**src/rtl/eco32f_wb_arbiter_pkg.sv**
```systemverilog
// +----------------------------------------------------------------------+
// | eco32f_wb_arbiter_pkg: Wishbone burst encodings and arbiter states    |
// | Revision: 1.0                                                         |
// +----------------------------------------------------------------------+
`default_nettype none

package eco32f_wb_arbiter_pkg;

  localparam logic [2:0] ECO32F_WB_CTI_CLASSIC = 3'b000;
  localparam logic [2:0] ECO32F_WB_CTI_INCR    = 3'b010;
  localparam logic [2:0] ECO32F_WB_CTI_EOB     = 3'b111;
  localparam logic [1:0] ECO32F_WB_BTE_WRAP8   = 2'b10;

  // Encoding of the last-granted master.
  localparam logic c_master_i = 1'b0;
  localparam logic c_master_d = 1'b1;

  typedef enum logic [1:0] {
    ST_IDLE  = 2'd0,
    ST_GNT_I = 2'd1,
    ST_GNT_D = 2'd2
  } arb_state_t;

endpackage

`default_nettype wire

```
**src/rtl/eco32f_wb_arbiter.sv**
```systemverilog
// +----------------------------------------------------------------------+
// | eco32f_wb_arbiter: two-master Wishbone arbiter with bus-hang watchdog |
// | Revision: 1.0                                                         |
// +----------------------------------------------------------------------+
`default_nettype none

module eco32f_wb_arbiter
  import eco32f_wb_arbiter_pkg::*;
#(
  parameter int ROUND_ROBIN = 1,
  parameter int TIMEOUT     = 255,
  parameter int TO_WIDTH    = 8
) (
  input  logic        clk,
  input  logic        rst,
  input  logic [31:0] iwbs_adr_i,
  input  logic [31:0] iwbs_dat_i,
  input  logic [3:0]  iwbs_sel_i,
  input  logic        iwbs_we_i,
  input  logic        iwbs_cyc_i,
  input  logic        iwbs_stb_i,
  input  logic [2:0]  iwbs_cti_i,
  input  logic [1:0]  iwbs_bte_i,
  output logic [31:0] iwbs_dat_o,
  output logic        iwbs_ack_o,
  output logic        iwbs_err_o,
  output logic        iwbs_rty_o,
  input  logic [31:0] dwbs_adr_i,
  input  logic [31:0] dwbs_dat_i,
  input  logic [3:0]  dwbs_sel_i,
  input  logic        dwbs_we_i,
  input  logic        dwbs_cyc_i,
  input  logic        dwbs_stb_i,
  input  logic [2:0]  dwbs_cti_i,
  input  logic [1:0]  dwbs_bte_i,
  output logic [31:0] dwbs_dat_o,
  output logic        dwbs_ack_o,
  output logic        dwbs_err_o,
  output logic        dwbs_rty_o,
  output logic [31:0] wbm_adr_o,
  output logic [31:0] wbm_dat_o,
  output logic [3:0]  wbm_sel_o,
  output logic        wbm_we_o,
  output logic        wbm_cyc_o,
  output logic        wbm_stb_o,
  output logic [2:0]  wbm_cti_o,
  output logic [1:0]  wbm_bte_o,
  input  logic [31:0] wbm_dat_i,
  input  logic        wbm_ack_i,
  input  logic        wbm_err_i,
  input  logic        wbm_rty_i,
  output logic [1:0]  gnt,
  output logic        bus_timeout
);

  localparam bit c_to_en = (TIMEOUT != 0);
  localparam bit c_fixed = (ROUND_ROBIN == 0);
  localparam logic [TO_WIDTH-1:0] c_to_last = TO_WIDTH'((TIMEOUT == 0) ? 0 : TIMEOUT - 1);

  arb_state_t          r_state, w_state_next;
  logic                r_last, w_last_next;
  logic [TO_WIDTH-1:0] r_wdog, w_wdog_next;

  logic w_own_i, w_own_d, w_sel_d, w_own_cyc, w_own_stb, w_resp, w_fire, w_gate;

  assign w_own_i   = (r_state == ST_GNT_I);
  assign w_own_d   = (r_state == ST_GNT_D);
  // When idle the data-path mux parks on whoever owned the bus last.
  assign w_sel_d   = w_own_d | ((r_state == ST_IDLE) & (r_last == c_master_d));
  assign w_own_cyc = (w_own_i & iwbs_cyc_i) | (w_own_d & dwbs_cyc_i);
  assign w_own_stb = (w_own_i & iwbs_stb_i) | (w_own_d & dwbs_stb_i);
  assign w_resp    = wbm_ack_i | wbm_err_i | wbm_rty_i;
  // A real slave response in the firing cycle takes precedence over the watchdog.
  assign w_fire    = c_to_en & w_own_cyc & w_own_stb & ~w_resp & (r_wdog == c_to_last);
  assign w_gate    = ~rst & ~w_fire;

  assign wbm_adr_o = w_sel_d ? dwbs_adr_i : iwbs_adr_i;
  assign wbm_dat_o = w_sel_d ? dwbs_dat_i : iwbs_dat_i;
  assign wbm_sel_o = w_sel_d ? dwbs_sel_i : iwbs_sel_i;
  assign wbm_bte_o = w_sel_d ? dwbs_bte_i : iwbs_bte_i;
  assign wbm_cti_o = w_own_i ? iwbs_cti_i : (w_own_d ? dwbs_cti_i : ECO32F_WB_CTI_CLASSIC);
  assign wbm_we_o  = (w_own_i & iwbs_we_i) | (w_own_d & dwbs_we_i);
  assign wbm_cyc_o = w_own_cyc & w_gate;
  assign wbm_stb_o = w_own_cyc & w_own_stb & w_gate;

  assign iwbs_dat_o = wbm_dat_i;
  assign dwbs_dat_o = wbm_dat_i;
  assign iwbs_ack_o = w_own_i & iwbs_cyc_i & ~rst & wbm_ack_i;
  assign iwbs_err_o = w_own_i & iwbs_cyc_i & ~rst & (wbm_err_i | w_fire);
  assign iwbs_rty_o = w_own_i & iwbs_cyc_i & ~rst & wbm_rty_i;
  assign dwbs_ack_o = w_own_d & dwbs_cyc_i & ~rst & wbm_ack_i;
  assign dwbs_err_o = w_own_d & dwbs_cyc_i & ~rst & (wbm_err_i | w_fire);
  assign dwbs_rty_o = w_own_d & dwbs_cyc_i & ~rst & wbm_rty_i;

  assign gnt         = {w_own_d, w_own_i};
  assign bus_timeout = w_fire & ~rst;

  always_comb begin
    w_state_next = r_state;
    w_last_next  = r_last;
    w_wdog_next  = r_wdog;
    if (w_fire) begin
      w_state_next = ST_IDLE;
      w_last_next  = w_own_d ? c_master_d : c_master_i;
    end else if (!w_own_cyc) begin
      // Arbitration point: idle, or the owner has released cyc.
      if (dwbs_cyc_i && (!iwbs_cyc_i || c_fixed || (r_last == c_master_i))) begin
        w_state_next = ST_GNT_D;
        w_last_next  = c_master_d;
      end else if (iwbs_cyc_i) begin
        w_state_next = ST_GNT_I;
        w_last_next  = c_master_i;
      end else begin
        w_state_next = ST_IDLE;
      end
    end
    if (w_fire || w_resp || (w_state_next != r_state)) begin
      w_wdog_next = '0;
    end else if (c_to_en && w_own_cyc && w_own_stb) begin
      w_wdog_next = r_wdog + TO_WIDTH'(1);
    end
  end

  always_ff @(posedge clk) begin
    if (rst) begin
      r_state <= ST_IDLE;
      r_last  <= c_master_i;
      r_wdog  <= '0;
    end else begin
      r_state <= w_state_next;
      r_last  <= w_last_next;
      r_wdog  <= w_wdog_next;
    end
  end

endmodule

`default_nettype wire

```
**config.mk**
```make
export PLATFORM = sky130hd
export DESIGN_NAME = eco32f_wb_arbiter
export DESIGN_NICKNAME = d
export VERILOG_FILES = /design/src/rtl/eco32f_wb_arbiter_pkg.sv /design/src/rtl/eco32f_wb_arbiter.sv
export SDC_FILE = /design/constraint.sdc
export NUM_CORES = 1
export LEC_CHECK = 0
export CORE_AREA = 2 2 132 134
export DETAILED_ROUTE_END_ITERATION = 16
export DIE_AREA = 0 0 134 136
export MAX_ROUTING_LAYER = met4
export PLACE_DENSITY = 0.48
export RECOVER_POWER = 25
export SLEW_MARGIN = 20
export SYNTH_ARGS = -nofsm -noshare
export SYNTH_HDL_FRONTEND = slang
export SYNTH_SLANG_ARGS = --single-unit
```
**constraint.sdc**
```tcl
create_clock -name clk -period 1.9 [get_ports clk]
set_clock_uncertainty 0.05 [all_clocks]
set_input_delay 0.38 -clock clk [delete_from_list [all_inputs] [get_ports clk]]
set_output_delay 0.38 -clock clk [all_outputs]
set_load 0.02 [all_outputs]
```
==> reports/results.tsv <==
stage	metric	value	unit
routing	WL per Instance	18.34	um
setup_path	R2R setup slack	-340	ps
cts	CTS H-tree lvls	1	
power	internal power	1.719	mW
cts	Longest Clk Path Bufs	2	
setup_path	worst r2r dst	r_wdog[4]	
setup_path	Setup crit end kind	output port	
logic_synthesis	Yosys cell types	35	
routing	1st-iter DRT viols	60	
floorplan	Initial Util	0.1219	
sta	Final period util	1.206	
place	Final Wtd Congestion	0.7415	
cts	Worst-path clk slew	40	ps
setup_path	reg2reg path depth	9	
cts	TritonCTS Buffers	3	
power	largest vdd supply drop	462.7	uV
power	Leak Pwr	2.498	nW
logic_synthesis	post-synthesis sequential area ratio	0.1071	
floorplan	Core Area	0.01688	mm2
power	Flop pwr share	0.094	
logic_synthesis	Synthesis Warnings	0	
outcome	failing checks	setup timing	
setup_path	worst setup path category	flop to output port	
setup_path	Crit path buffers/inverters	6	
logic_synthesis	fraction of registers with async set/reset	0	
place	hpwl dp	10760	um
routing	vias per cell	3.732	
logic_synthesis	syn_nets	423	
place	placement-stage cell area	0.004516	mm2
setup_path	Critical Path AT	1860	ps
setup_path	Reg2Reg Launch Point	r_state[0]	
setup_path	CP required	1470	ps
hold_path	Worst Hold Path Cells	3	
setup_path	Slowest-stage cell, CP	dfxtp_2	
cts	Clk Latency, worst-skew pair	240	ps
logic_synthesis	Syn Inst Count	232	
sta	Final Max Tran Viols	0	
floorplan	site row count	48	
hold_path	hold path start	dwbs_cyc_i	
routing	drt pass-1 iters	3	
power	sw frac	0.3297	
power	Net Switching	0.8456	mW
place	worst slack at placement	-1207	ps
hold_path	HP Class	input port to flop	
power	Clk network pwr share	0.151	
setup_path	most used cell, CP	buf_12	
global_route	vias in the first global route	2711	
setup_path	CP peak stage delay	320	ps
setup_path	critical-path cell list	buf_6 > o21bai_4 > buf_12 > buf_12 > buf_16 > buf_12 > mux2_4 > buf_6	
sta	Final Hold Viols	0	
sta	RSZ-0062 raised after global routing	yes	
sta	Tmin final	2291	ps
floorplan	die height	136	um
layout	post-route cell area	0.005644	mm2
routing	Final ANT Viol Nets	0	
logic_synthesis	number of flops mapped to enable cells by yosys	0	
routing	via count	2620	
floorplan	Top Ports	338	
cts	CTS Hold Bufs	0	
layout	Layout area overhead	174.4	%
cts	clk sinks	11	
sta	Slew HR	0.7596	
sta	final worst setup slack	-391.1	ps
power	pwr dens	454.4	mW/mm2
layout	Ant. Diodes	0	
sta	max frequency	0.4365	GHz
floorplan	die area	0.01822	mm2
routing	DRC Markers	0	
logic_synthesis	synthesized area per cell	8.866	um2
outcome	status	finished, violations left	
sta	Worst-Margin Slew	359.7	ps
sta	Setup Viol. Count Final	93	
global_route	Overflow after GRT	0	
cts	CTS tree	yes	
logic_synthesis	Synth Cell Area	0.002057	mm2
logic_synthesis	Main synth FF type	dfxtp_1	
hold_path	Hold Path End	r_state[1]	
global_route	largest net degree at the start of global routing	27	
routing	final WL	12870	um
setup_path	CP max FO	6	
logic_synthesis	Yosys reg bits	11	
global_route	antenna violations before repair	0	
place	PortBufs	241	
cts	Clock Tree Root	clkbuf_16	
job	Max Cap Viol	0	
floorplan	die width	134	um
layout	final net count	669	
global_route	total track usage	0.1270	
setup_path	cell family with most CP delay	buffers and inverters	
global_route	first-pass GRT wire length	16790	um
setup_path	critical path launch point type	flop	
power	combinational share of power	0.755	
layout	layout cells sized above 1	0.5723	
## how the worst max path moves through the flow
| stage | start | end | slack, ps | depth (start not counted) |
|---|---|---|---|---|
| floorplan | r_state[1] | dwbs_err_o | -150 | 5 |
| global placement | wbm_err_i | dwbs_err_o | -1140 | 6 |
| detailed placement | wbm_ack_i | iwbs_err_o | -1210 | 6 |
| CTS | r_state[1] | iwbs_err_o | -390 | 7 |
| global route | r_state[1] | dwbs_err_o | -450 | 7 |
| finish | r_state[0] | wbm_dat_o[31] | -390 | 8 |
## registers in the layout, indices dropped and copies added, names as in the netlist
register and cells:
r_state 2, r_wdog 8, r_last 1
## worst reg2reg max path, cell delays in order, from the launching register on
cell     delay (ps)
dfxtp_2         320
buf_6           120
buf_6           100
buf_6           100
buf_6           110
or4_4           470
and3_4          190
or4_4           490
buf_12          170
nor2_2           60
## Yosys cell counts (all sizes together), types with 2 or more instances
master	n	area, um2
nor2	11	41.29
nor2b	3	18.77
nand2	5	18.77
a2111oi	2	36.29
mux2	70	788.3
and3	2	12.51
nand3	3	15.01
a211oi	4	35.03
ha	2	25.02
clkbuf	10	37.54
inv	4	15.01
or4	2	15.01
nand4b	2	17.52
a22o	5	43.79
dfxtp	11	220.2
xnor2	7	61.31
buf	68	511.7
nor3	2	10.01
nand3b	2	15.01
nor3b	4	30.03
a21oi	3	15.01
## cells by family (layout without fill, tap and decap cells)
logic type | count (synthesis) | count (layout) | synth area share
mux | 70 | 70 | 0.3832
simple gates | 40 | 40 | 0.1065
xor+xnor | 7 | 7 | 0.02981
buf+inv | 82 | 327 | 0.2743
flops | 11 | 11 | 0.1071
fa+ha+maj | 2 | 2 | 0.01216
compound gates | 20 | 20 | 0.08698
## metrics by stage
step / instances / util / TNS [ps] / total power [mW] / hold slack (ps)
after floorplan: 232 / - / -422.0 / 1.040 / 434.0
after global placement: 653 / 0.2676 / -40360 / 1.701 / 461.0
after detailed placement: 653 / 0.2676 / -40740 / 1.708 / 463.2
after CTS: 689 / 0.2990 / -22310 / 2.316 / 464.2
after global routing: 702 / 0.3344 / -28950 / 2.669 / 478.7
final: 702 / 0.3344 / -23990 / 2.564 / 471.2
## layout by cell type, fill, tap and decap left out, types with 4 or more instances in the layout
master / netlist / routed
nor2_2: 0 / 5
buf_4: 66 / 35
nor3b_2: 0 / 4
buf_2: 1 / 4
clkdlybuf4s50_1: 0 / 149
clkbuf_16: 0 / 5
buf_12: 0 / 6
buf_6: 1 / 108
dfxtp_2: 0 / 4
mux2_2: 70 / 4
xnor2_1: 7 / 7
mux2_4: 0 / 66
buf_8: 0 / 7
nand2_1: 5 / 5
a22o_1: 5 / 5
dfxtp_1: 11 / 7
## final cells by class
cell class / instances / area, um2
fillers: 1737 / 11230
repair buffers: 319 / 3374
multi-input cells: 139 / 1669
well taps: 225 / 281.5
flip-flops and latches: 11 / 225.2
clock buffers: 4 / 78.83
inverters: 4 / 15.01
## timing repair
| item | in CTS | in global routing |
|---|---|---|
| endpoints found under the setup margin | 96 | 94 |
| pin swaps | 20 | 11 |
| gates cloned | 1 | 3 |
| setup buffers | 31 | 16 |
| resized for setup | 487 | 145 |
## routing by layer
metal  up-vias  part of all wire  track usage
met2       137              0.60       0.2647
met4         0            0.0069      0.01123
li1       1244                 -            -
met1      1232              0.35       0.1300
met5         -                 0            -
met3         7             0.042      0.01491
## power by group through the flow
stage | registers, mW | logic, mW | clock network [mW]
2_1_floorplan | 0.244 | 0.796 | 0
3_3_place_gp | 0.245 | 1.46 | 0
3_5_place_dp | 0.245 | 1.46 | 0
4_1_cts | 0.242 | 1.68 | 0.394
5_1_grt | 0.242 | 2.02 | 0.406
6_report | 0.242 | 1.94 | 0.387
(Power assumes the default switching activity.)
